`config.mk`:
```
export PLATFORM = sky130hd
export DESIGN_NAME = tty_tx_fifo
export DESIGN_NICKNAME = d
export VERILOG_FILES = /design/src/rtl/tty_tx_fifo.sv
export SDC_FILE = /design/constraint.sdc
export NUM_CORES = 1
export LEC_CHECK = 0
export ABC_AREA = 1
export CAP_MARGIN = 20
export CORE_ASPECT_RATIO = 0.8
export CORE_MARGIN = 3
export CORE_UTILIZATION = 60
export CTS_BUF_LIST = sky130_fd_sc_hd__clkbuf_16
export DETAILED_ROUTE_END_ITERATION = 7
export PLACE_DENSITY = 0.79
export SYNTH_ARGS = -nofsm -noshare
export SYNTH_HDL_FRONTEND = slang
export SYNTH_SLANG_ARGS = --single-unit
```
`constraint.sdc`:
```
create_clock -name clk100 -period 2.76 [get_ports clk100]
set_clock_uncertainty 0.05 [all_clocks]
set_input_delay 0.69 -clock clk100 [delete_from_list [all_inputs] [get_ports clk100]]
set_output_delay 0.69 -clock clk100 [all_outputs]
set_load 0.01 [all_outputs]
```
`src/rtl/tty_tx_fifo.sv`:
```
// tty_tx_fifo
//   Serial transmitter for the PDP-8/e console / auxiliary teletype ports,
//   with a one-deep holding register in front of the shifter. Software can
//   load the next character while the current frame shifts out. The TTO flag
//   follows PDP-8 semantics: it is high when the holding register can accept
//   a character.
//
// Ports
//   clk100      system clock, all state changes on its rising edge
//   reset_n     asynchronous active-low reset
//   clear       synchronous initialise (CAF), same effect as reset
//   char[0:11]  AC value, bit 11 is the LSB
//   load        strobe: write char into the holding register (dropped if full)
//   clear_flag  strobe: clear flag
//   set_flag    strobe: set flag
//   flag        holding register empty / can take a character
//   busy        holding register full or a frame in progress
//   tx          registered serial line, idle (mark) level 1
module tty_tx_fifo #(
    parameter int DATA_BITS = 8,
    parameter int PARITY    = 0,
    parameter int STOP_BITS = 2,
    parameter int BAUD_DIV  = 10417
) (
    input  logic        clk100,
    input  logic        reset_n,
    input  logic        clear,
    input  logic [0:11] char,
    input  logic        load,
    input  logic        clear_flag,
    input  logic        set_flag,
    output logic        flag,
    output logic        busy,
    output logic        tx
);

    localparam int            CW        = $clog2(BAUD_DIV);
    localparam logic [CW-1:0] LAST      = CW'(BAUD_DIV - 1);
    localparam logic [2:0]    DATA_LAST = 3'(DATA_BITS - 1);
    localparam logic [2:0]    STOP_LAST = 3'(STOP_BITS - 1);
    localparam logic          ODD       = (PARITY == 2);

    typedef enum logic [2:0] {
        ST_IDLE,
        ST_START,
        ST_DATA,
        ST_PARITY,
        ST_STOP
    } state_t;

    state_t                 r_state, w_state_nx;
    logic [CW-1:0]          r_cnt, w_cnt_nx;
    logic [2:0]             r_bit, w_bit_nx;
    logic [DATA_BITS-1:0]   r_shift, w_shift_nx;
    logic                   r_par, w_par_nx;
    logic [DATA_BITS-1:0]   r_hold, w_hold_nx;
    logic                   r_hold_full, w_hold_full_nx;
    logic                   r_flag, w_flag_nx;
    logic                   r_tx, w_tx_nx;
    logic                   r_busy, w_busy_nx;
    logic                   w_xfer;
    logic                   w_bit_end;
    logic                   w_accept;

    // Upper AC bits are unused for narrow frames.
    logic w_unused_char;
    assign w_unused_char = ^char;

    assign flag = r_flag;
    assign busy = r_busy;
    assign tx   = r_tx;

    always_comb begin
        w_state_nx     = r_state;
        w_cnt_nx       = '0;
        w_bit_nx       = r_bit;
        w_shift_nx     = r_shift;
        w_par_nx       = r_par;
        w_hold_nx      = r_hold;
        w_hold_full_nx = r_hold_full;
        w_tx_nx        = r_tx;
        w_xfer         = 1'b0;
        w_bit_end      = (r_cnt == LAST);
        w_accept       = load && !r_hold_full;

        if (r_state != ST_IDLE) begin
            w_cnt_nx = w_bit_end ? '0 : r_cnt + 1'b1;
        end

        // tx is registered, so it is loaded with the level of the bit being
        // entered on the same edge as the state change.
        case (r_state)
            ST_IDLE: begin
                w_tx_nx = 1'b1;
                if (r_hold_full) begin
                    w_state_nx = ST_START;
                    w_xfer     = 1'b1;
                    w_tx_nx    = 1'b0;
                end
            end
            ST_START: begin
                if (w_bit_end) begin
                    w_state_nx = ST_DATA;
                    w_bit_nx   = '0;
                    w_tx_nx    = r_shift[0];
                end
            end
            ST_DATA: begin
                if (w_bit_end) begin
                    if (r_bit == DATA_LAST) begin
                        w_bit_nx = '0;
                        if (PARITY != 0) begin
                            w_state_nx = ST_PARITY;
                            w_tx_nx    = r_par;
                        end else begin
                            w_state_nx = ST_STOP;
                            w_tx_nx    = 1'b1;
                        end
                    end else begin
                        w_bit_nx   = r_bit + 3'd1;
                        w_shift_nx = {1'b0, r_shift[DATA_BITS-1:1]};
                        w_tx_nx    = r_shift[1];
                    end
                end
            end
            ST_PARITY: begin
                if (w_bit_end) begin
                    w_state_nx = ST_STOP;
                    w_bit_nx   = '0;
                    w_tx_nx    = 1'b1;
                end
            end
            ST_STOP: begin
                if (w_bit_end) begin
                    if (r_bit == STOP_LAST) begin
                        w_bit_nx = '0;
                        if (r_hold_full) begin
                            w_state_nx = ST_START;
                            w_xfer     = 1'b1;
                            w_tx_nx    = 1'b0;
                        end else begin
                            w_state_nx = ST_IDLE;
                            w_tx_nx    = 1'b1;
                        end
                    end else begin
                        w_bit_nx = r_bit + 3'd1;
                    end
                end
            end
            default: begin
                w_state_nx = ST_IDLE;
                w_tx_nx    = 1'b1;
            end
        endcase

        if (w_xfer) begin
            w_shift_nx     = r_hold;
            w_par_nx       = (^r_hold) ^ ODD;
            w_hold_full_nx = 1'b0;
        end

        // Transfer needs hold_full=1 and accept needs hold_full=0, so these
        // never fight over the holding register.
        if (w_accept) begin
            w_hold_nx      = char[12-DATA_BITS:11];
            w_hold_full_nx = 1'b1;
        end

        w_flag_nx = r_flag;
        if (w_xfer || set_flag) begin
            w_flag_nx = 1'b1;
        end else if (w_accept || clear_flag) begin
            w_flag_nx = 1'b0;
        end

        w_busy_nx = (w_state_nx != ST_IDLE) || w_hold_full_nx;
    end

    always_ff @(posedge clk100 or negedge reset_n) begin
        if (!reset_n) begin
            r_state     <= ST_IDLE;
            r_cnt       <= '0;
            r_bit       <= '0;
            r_shift     <= '0;
            r_par       <= 1'b0;
            r_hold      <= '0;
            r_hold_full <= 1'b0;
            r_flag      <= 1'b0;
            r_tx        <= 1'b1;
            r_busy      <= 1'b0;
        end else if (clear) begin
            r_state     <= ST_IDLE;
            r_cnt       <= '0;
            r_bit       <= '0;
            r_shift     <= '0;
            r_par       <= 1'b0;
            r_hold      <= '0;
            r_hold_full <= 1'b0;
            r_flag      <= 1'b0;
            r_tx        <= 1'b1;
            r_busy      <= 1'b0;
        end else begin
            r_state     <= w_state_nx;
            r_cnt       <= w_cnt_nx;
            r_bit       <= w_bit_nx;
            r_shift     <= w_shift_nx;
            r_par       <= w_par_nx;
            r_hold      <= w_hold_nx;
            r_hold_full <= w_hold_full_nx;
            r_flag      <= w_flag_nx;
            r_tx        <= w_tx_nx;
            r_busy      <= w_busy_nx;
        end
    end

endmodule

```
==> metrics, run 1 <==
status=finished, final reports clean; Worst path slowest cell=dfstp_2; number of setup buffers added after CTS=0; most used flip-flop cell after synthesis=dfrtp_1; clock network fraction of total power=between 40 and 50%; post-cts repair resize count=0; post-detail-place hpwl=approximately 3.3 mm; least setup slack across all paths after layout=about 0.69 ns; logic gate share of total power=roughly 13%; Max VDD drop=0.000381 V; initial core utilization=63.2%; Critical Path, Cell by Cell=clkdlybuf4s50_1; routed length on met2=about 2 mm; antenna violation net count after detailed routing=0; Top Family by Delay on Critical Path=flip-flops; number of buffers added by the clock tree synthesis step=5; pwr dens=between 500 and 600 nW/µm²; destination of the critical timing path=tx; critical path arrival=1.33 ns; count of hold-fix buffers inserted at cts=0; CTS sink count=40; proportion of layout cells with a drive suffix above 1=under 10%; setup slack of the most critical reg-to-reg path=between 0.9 and 1 ns; launching element of the worst setup path=tx; floorplan die width=approximately 74 µm; Final Net Count=about 340; finished layout cell area=2580 µm²; number of buffer cells added on primary ports=16; Worst Setup Path Type=reg -> out; die outline area=~4500 µm²; Hold Path Origin=r_hold[1]; number of buffers and inverters on the critical path=1; area delta synth->final=17.0%; syn avg cell area=7.44 µm²; post-layout total power=about 1.5 mW; number of global-route vias before repair=approximately 1,700; cell area reported after detailed placement=2420 µm²; placeable core region=approximately 3500 µm²; capture point of the worst reg-to-reg path=r_shift[4]; Vias=between 1,500 and 2,000; maximum net fanout on the critical path=2; count of flip-flops with a built-in enable after synthesis=0; fin crit period=roughly 2.1 ns; die outline height=approximately 60 µm; routed vias/inst=roughly 5.5; Post-synth ARST share=100%; Yosys warnings=0; aggregate negative setup slack=0 ns; Post-Place Setup Slack=around 0.58 ns; CTS tree=yes; highest layer used for signal routing=met4; total overflow reported by the global router=0; path depth of the worst reg2reg path=11; ant diodes=0; Pins Over Slew Limit=0; peak clock frequency supported by timing=~0.48 GHz; Crit path depth=1; normalized max-slew margin=a little over two fifths; RSZ-0062 raised after global routing=false; final hold violation count=0; total wire length=4.69 mm; maximum number of pins on one net before global-route repair=around 40; final core utilization=~74%; num rows=19; max_cap viols=0; H-tree depth=2; Synth area leader=dfrtp_1; number of register bits inferred by synthesis=40; endpoint class of the critical path=output pin; global-route wire length before repair=between 7 and 8 mm; count of unresolved DRC violations after routing=0; I/O pin total=21; startpoint kind of the worst setup timing path=flip-flop; routability cong.=0.882; Total GRT Usage=23.3%; cell leakage power=~1.3 nW; Reg2Reg Launch Point=r_cnt[0]; Switching Share=25.0%; met1 WL=about 2.4 mm; cells after synthesis=roughly 300; Root Buffer=clkbuf_16; sequential cell area fraction in the yosys report=a little under half; worst endpoint required time=a little over 2 ns; maximum clock insertion buffer count=2; Starting DRT DRC Count=~160; amount of wire on met3 after detailed routing=between 200 and 300 µm; antenna violations before repair=0; top area cells in the synthesized netlist=dfrtp_1, nand2_1, nand3_1, inv_1, nor2_1; Worst-Margin Slew=approximately 0.86 ns; routed wirelength normalized by instance count=between 10 and 15 µm; router iterations before antenna repair=5; post-route clock period utilization=between 70% and 80%; portion of total power attributed to sequential cells=a little over two fifths; syn nets=320; count of different cell masters after synthesis=28; number of setup violations in the final report=0; CTS clock-pin slew for the worst setup and hold paths=around 0.060 ns; Internal=1.12 mW; most numerous cell types in the synthesized netlist=nand2_1, dfrtp_1, inv_1, nand3_1, nor2_1; class of the tightest hold or removal check=reg -> reg; fraction of post-synthesis cell area in the top cell type by area=between 40 and 50%; insertion delay to the later sink of the worst-skew pair=0.29 ns; sw power=approximately 0.37 mW; top-count cell post-synth=nand2_1; cell area after synthesis=around 2200 µm²; Max stage delay on crit path=about 0.52 ns
## per-layer routing
layer | global-route usage (%) | vias to the layer above
met5 | 0 | -
met4 | 6.20 | 0
met3 | 7.06 | 10
met2 | 33.6 | 56
met1 | 34.0 | 939
li1 | - | 989
## worst min-delay path by stage
stage                endpoint  slack, ns  depth (start not counted)
floorplan                busy       0.34                          0
finish              r_hold[1]       0.42                          2
detailed placement  r_hold[4]       0.41                          2
CTS                 r_hold[3]       0.42                          2
global placement    r_hold[5]       0.41                          2
global route        r_hold[5]       0.44                          2
## cell families after synthesis
| kind of cell | after synthesis | share of synthesized area [%] |
|---|---|---|
| adder cells (fa/ha/maj) | 5 | 2.83 |
| flip-flops | 40 | 45.4 |
| AO/OA/AOI/OAI | 31 | 7.53 |
| AND/OR/NAND/NOR | 176 | 35.7 |
| buffers and inverters | 44 | 8.21 |
| XOR/XNOR | 1 | 0.396 |
## layout by cell type, fill, tap and decap left out, types with 2 or more instances in the layout
cell	n
a21oi_1	8
nand2_1	88
nand3_1	33
nand2_2	3
nand2_4	3
nor2_4	3
inv_1	36
nor2_1	33
buf_4	3
ha_1	5
clkdlybuf4s50_1	15
dfrtp_1	39
o21ai_1	2
inv_4	2
clkbuf_16	5
nor2_2	4
o21ai_0	17
nand4_1	5
inv_2	3
nor3_1	2
## worst register-to-register path: stages, from the launching register on
cell and delay, ns:
dfrtp_1 0.41, inv_1 0.07, ha_1 0.21, nand4_1 0.10, nor2_1 0.16, nand3_1 0.10
nand2_1 0.14, nand2_4 0.11, nand2_4 0.15, inv_4 0.07, nand2_1 0.07, nand2_1 0.05
## sequential cells by signal, summed over array words and instances, names as in the netlist
register and cells:
r_hold 8, r_state 3, r_shift 8, r_bit 3, r_hold_full 1, flag 1
busy 1, tx 1, r_cnt 14
## power by group through the flow
stage	combinational [mW]	sequential, mW	clock, mW
6_report	0.189	0.639	0.660
2_1_floorplan	0.115	0.647	0
3_3_place_gp	0.184	0.648	0
5_1_grt	0.211	0.643	0.685
4_1_cts	0.189	0.639	0.662
3_5_place_dp	0.186	0.649	0
## metrics by stage
stage               std cells  hold slack (ns)
floorplan                 297            0.344
global placement          355            0.408
detailed placement        355            0.410
CTS                       363            0.424
global route              363            0.443
finish                    363            0.420
## layout make-up
type / count / area (µm²)
Clock inverter: 3 / 42.5
Sequential cell: 40 / 1000
Tap cell: 42 / 52.6
Clock buffer: 5 / 125
Timing Repair Buffer: 19 / 178
Inverter: 41 / 159
Fill cell: 292 / 910
Multi-Input combinational cell: 213 / 1030
No activity file was read; power rests on OpenSTA's default activity.
==> inputs of run 2 (changes only) <==
Settings changed: CORE_UTILIZATION 60 to 57, PLACE_DENSITY 0.79 to 0.75.
Clock period 2.76 ns to 2.1 ns, I/O delays scaled along.
==> metrics, run 2 (same netlist as run 1, synthesis figures left out) <==
status=finished, final reports clean; largest registers ranked by flip-flop count=r_cnt x14, r_hold x8, r_shift x8; cell leakage power=1.30 nW (about the same); routed wirelength normalized by instance count=12.1 µm (-5.9%); maximum clock insertion buffer count=2 (unchanged); met3 Track Usage GR=4.34% (-2.7 points); RSZ-0062 raised after global routing=false; number of buffers added by the clock tree synthesis step=5 (unchanged); count of hold-fix buffers inserted at cts=0 (unchanged); proportion of layout cells with a drive suffix above 1=9.66% (-0.31 points); I/O pin total=21 (unchanged); number of buffer cells added on primary ports=16 (unchanged); Total GRT Usage=21.7% (-1.6 points); final hold violation count=0 (unchanged); normalized max-slew margin=74.9% (+32 points); Starting DRT DRC Count=123 (-25%); peak clock frequency supported by timing=between 0.5 and 0.6 GHz; GR peak layer=met2; maximum net fanout on the critical path=2 (unchanged); max reg flops=14 (unchanged); num rows=19 (unchanged); Max stage delay on crit path=0.53 ns (about the same); met2 capacity usage during global routing=32.2% (-1.4 points); global-route wire length before repair=7.59 mm (-3.9%); CTS clock-pin slew for the worst setup and hold paths=0.05 ns (about the same); placeable core region=3570 µm² (+2.0%); antenna violations before repair=0 (unchanged); met1 usage=32.1% (-1.9 points); number of global-route vias before repair=1,705 (-2.2%); class of the tightest hold or removal check=in -> async; DP Cell Count=356 (+0.28%); die outline height=61.7 µm (+2.3%); pwr dens=697 nW/µm² (+21%); worst endpoint required time=1.52 ns (-0.50 ns); die outline area=4660 µm² (+4.8%); Root Buffer=clkbuf_16; post-detail-place hpwl=3.22 mm (-1.2%); Top Family by Delay on Critical Path=flip-flops; Post-Place Setup Slack=0.0920 ns (-0.484 ns); post-cts repair resize count=0 (unchanged); routability cong.=0.850 (-3.6%); initial core utilization=62.0% (-1.3 points); critical path arrival=1.32 ns (about the same); total overflow reported by the global router=0 (unchanged); Worst-Margin Slew=0.373 ns (-0.490 ns); number of buffers and inverters on the critical path=1 (unchanged); area delta synth->final=16.4%; endpoint class of the critical path=output pin; aggregate negative setup slack=0 ns (unchanged); maximum number of pins on one net before global-route repair=41 (unchanged); Worst path slowest cell=dfstp_2; number of setup buffers added after CTS=0 (unchanged); CTS tree=yes; number of setup violations in the final report=0 (unchanged); startpoint kind of the worst setup timing path=flip-flop; Vias=1,903 (-4.6%); CTS sink count=40 (unchanged); routed vias/inst=5.24 (-4.6%); total wire length=4.41 mm (-5.9%); largest register by flop count=r_cnt; insertion delay to the later sink of the worst-skew pair=0.28 ns (about the same); H-tree depth=2 (unchanged); count of unresolved DRC violations after routing=0 (unchanged); floorplan die width=75.6 µm (+2.4%); # fillers=276 (-5.5%); Critical Path, Cell by Cell=clkdlybuf4s50_1; max_cap viols=0 (unchanged); post-route clock period utilization=90.4%; Max VDD drop=0.000545 V (+43%); router iterations before antenna repair=4 (-1); fin crit period=1.90 ns; ant diodes=0 (unchanged); Final Non-Filler Cells=363 (unchanged); most frequent cells in the layout=nand2_1, dfrtp_1, inv_1; antenna violation net count after detailed routing=0 (unchanged); least setup slack across all paths after layout=0.201 ns (-0.488 ns); Pins Over Slew Limit=0 (unchanged); commonest non-fill, non-tap cell in the layout=nand2_1; Worst Setup Path Type=reg -> out; Final Net Count=344 (+0.29%)
run 2: cell count changes in the layout (fill, tap and decap cells not counted), sizes merged:
cell,delta
clkinvlp,-1
bufinv,-1
inv,+1
buf,+1
run 2: final timing paths:
| kind | startpoint | end | slack (ns) | depth (start not counted) |
|---|---|---|---|---|
| max in group asynchronous | reset_n | tx | 1.60 | 2 |
| min in group clk100 | r_hold[6] | r_hold[6] | 0.42 | 2 |
| setup reg to reg | r_cnt[0] | r_shift[7] | 0.33 | 13 |
| setup / recovery | tx | tx | 0.20 | 1 |
| hold / removal | reset_n | r_bit[0] | 0.15 | 2 |
| hold reg to reg | r_hold[6] | r_hold[6] | 0.42 | 2 |
run 2: metrics by stage:
stage	instance area [µm²]	power, mW	hold slack, ns	util [%]
global route	2570	1.89	0.180	72.1
CTS	2570	1.81	0.171	72.1
finish	2570	1.79	0.154	72.1
global placement	2440	1.10	0.407	68.4
detailed placement	2440	1.11	0.414	68.4
floorplan	2210	1.00	0.179	-
run 2: cell type report:
| type | count | area, µm² | share of cell area, % |
|---|---|---|---|
| multi-input combinational | 213 | 1030 | 39.9 |
| sequential | 40 | 1000 | 39.0 |
| timing repair buffer | 20 | 198 | 7.69 |
| inverter | 41 | 159 | 6.18 |
| clock buffer | 5 | 125 | 4.87 |
| tap | 42 | 52.6 | 2.04 |
| clock inverter | 2 | 8.76 | 0.341 |
run 2: power breakdown:
part           internal (mW)  switching (mW)
combinational          0.100           0.153
clock                  0.426           0.273
sequential             0.813          0.0269
run 2: layer usage:
layer	up-vias	part of all wire (%)
met5	-	0
met4	0	1.0
met2	35	42
met1	872	53
met3	5	3.9
li1	991	-
==> inputs of run 3 (changes only) <==
Settings changed: ABC_CLOCK_PERIOD_IN_PS set to 2100.
==> results of run 3 <==
The final DEF is identical to that of run 2; final timing and power are the same.
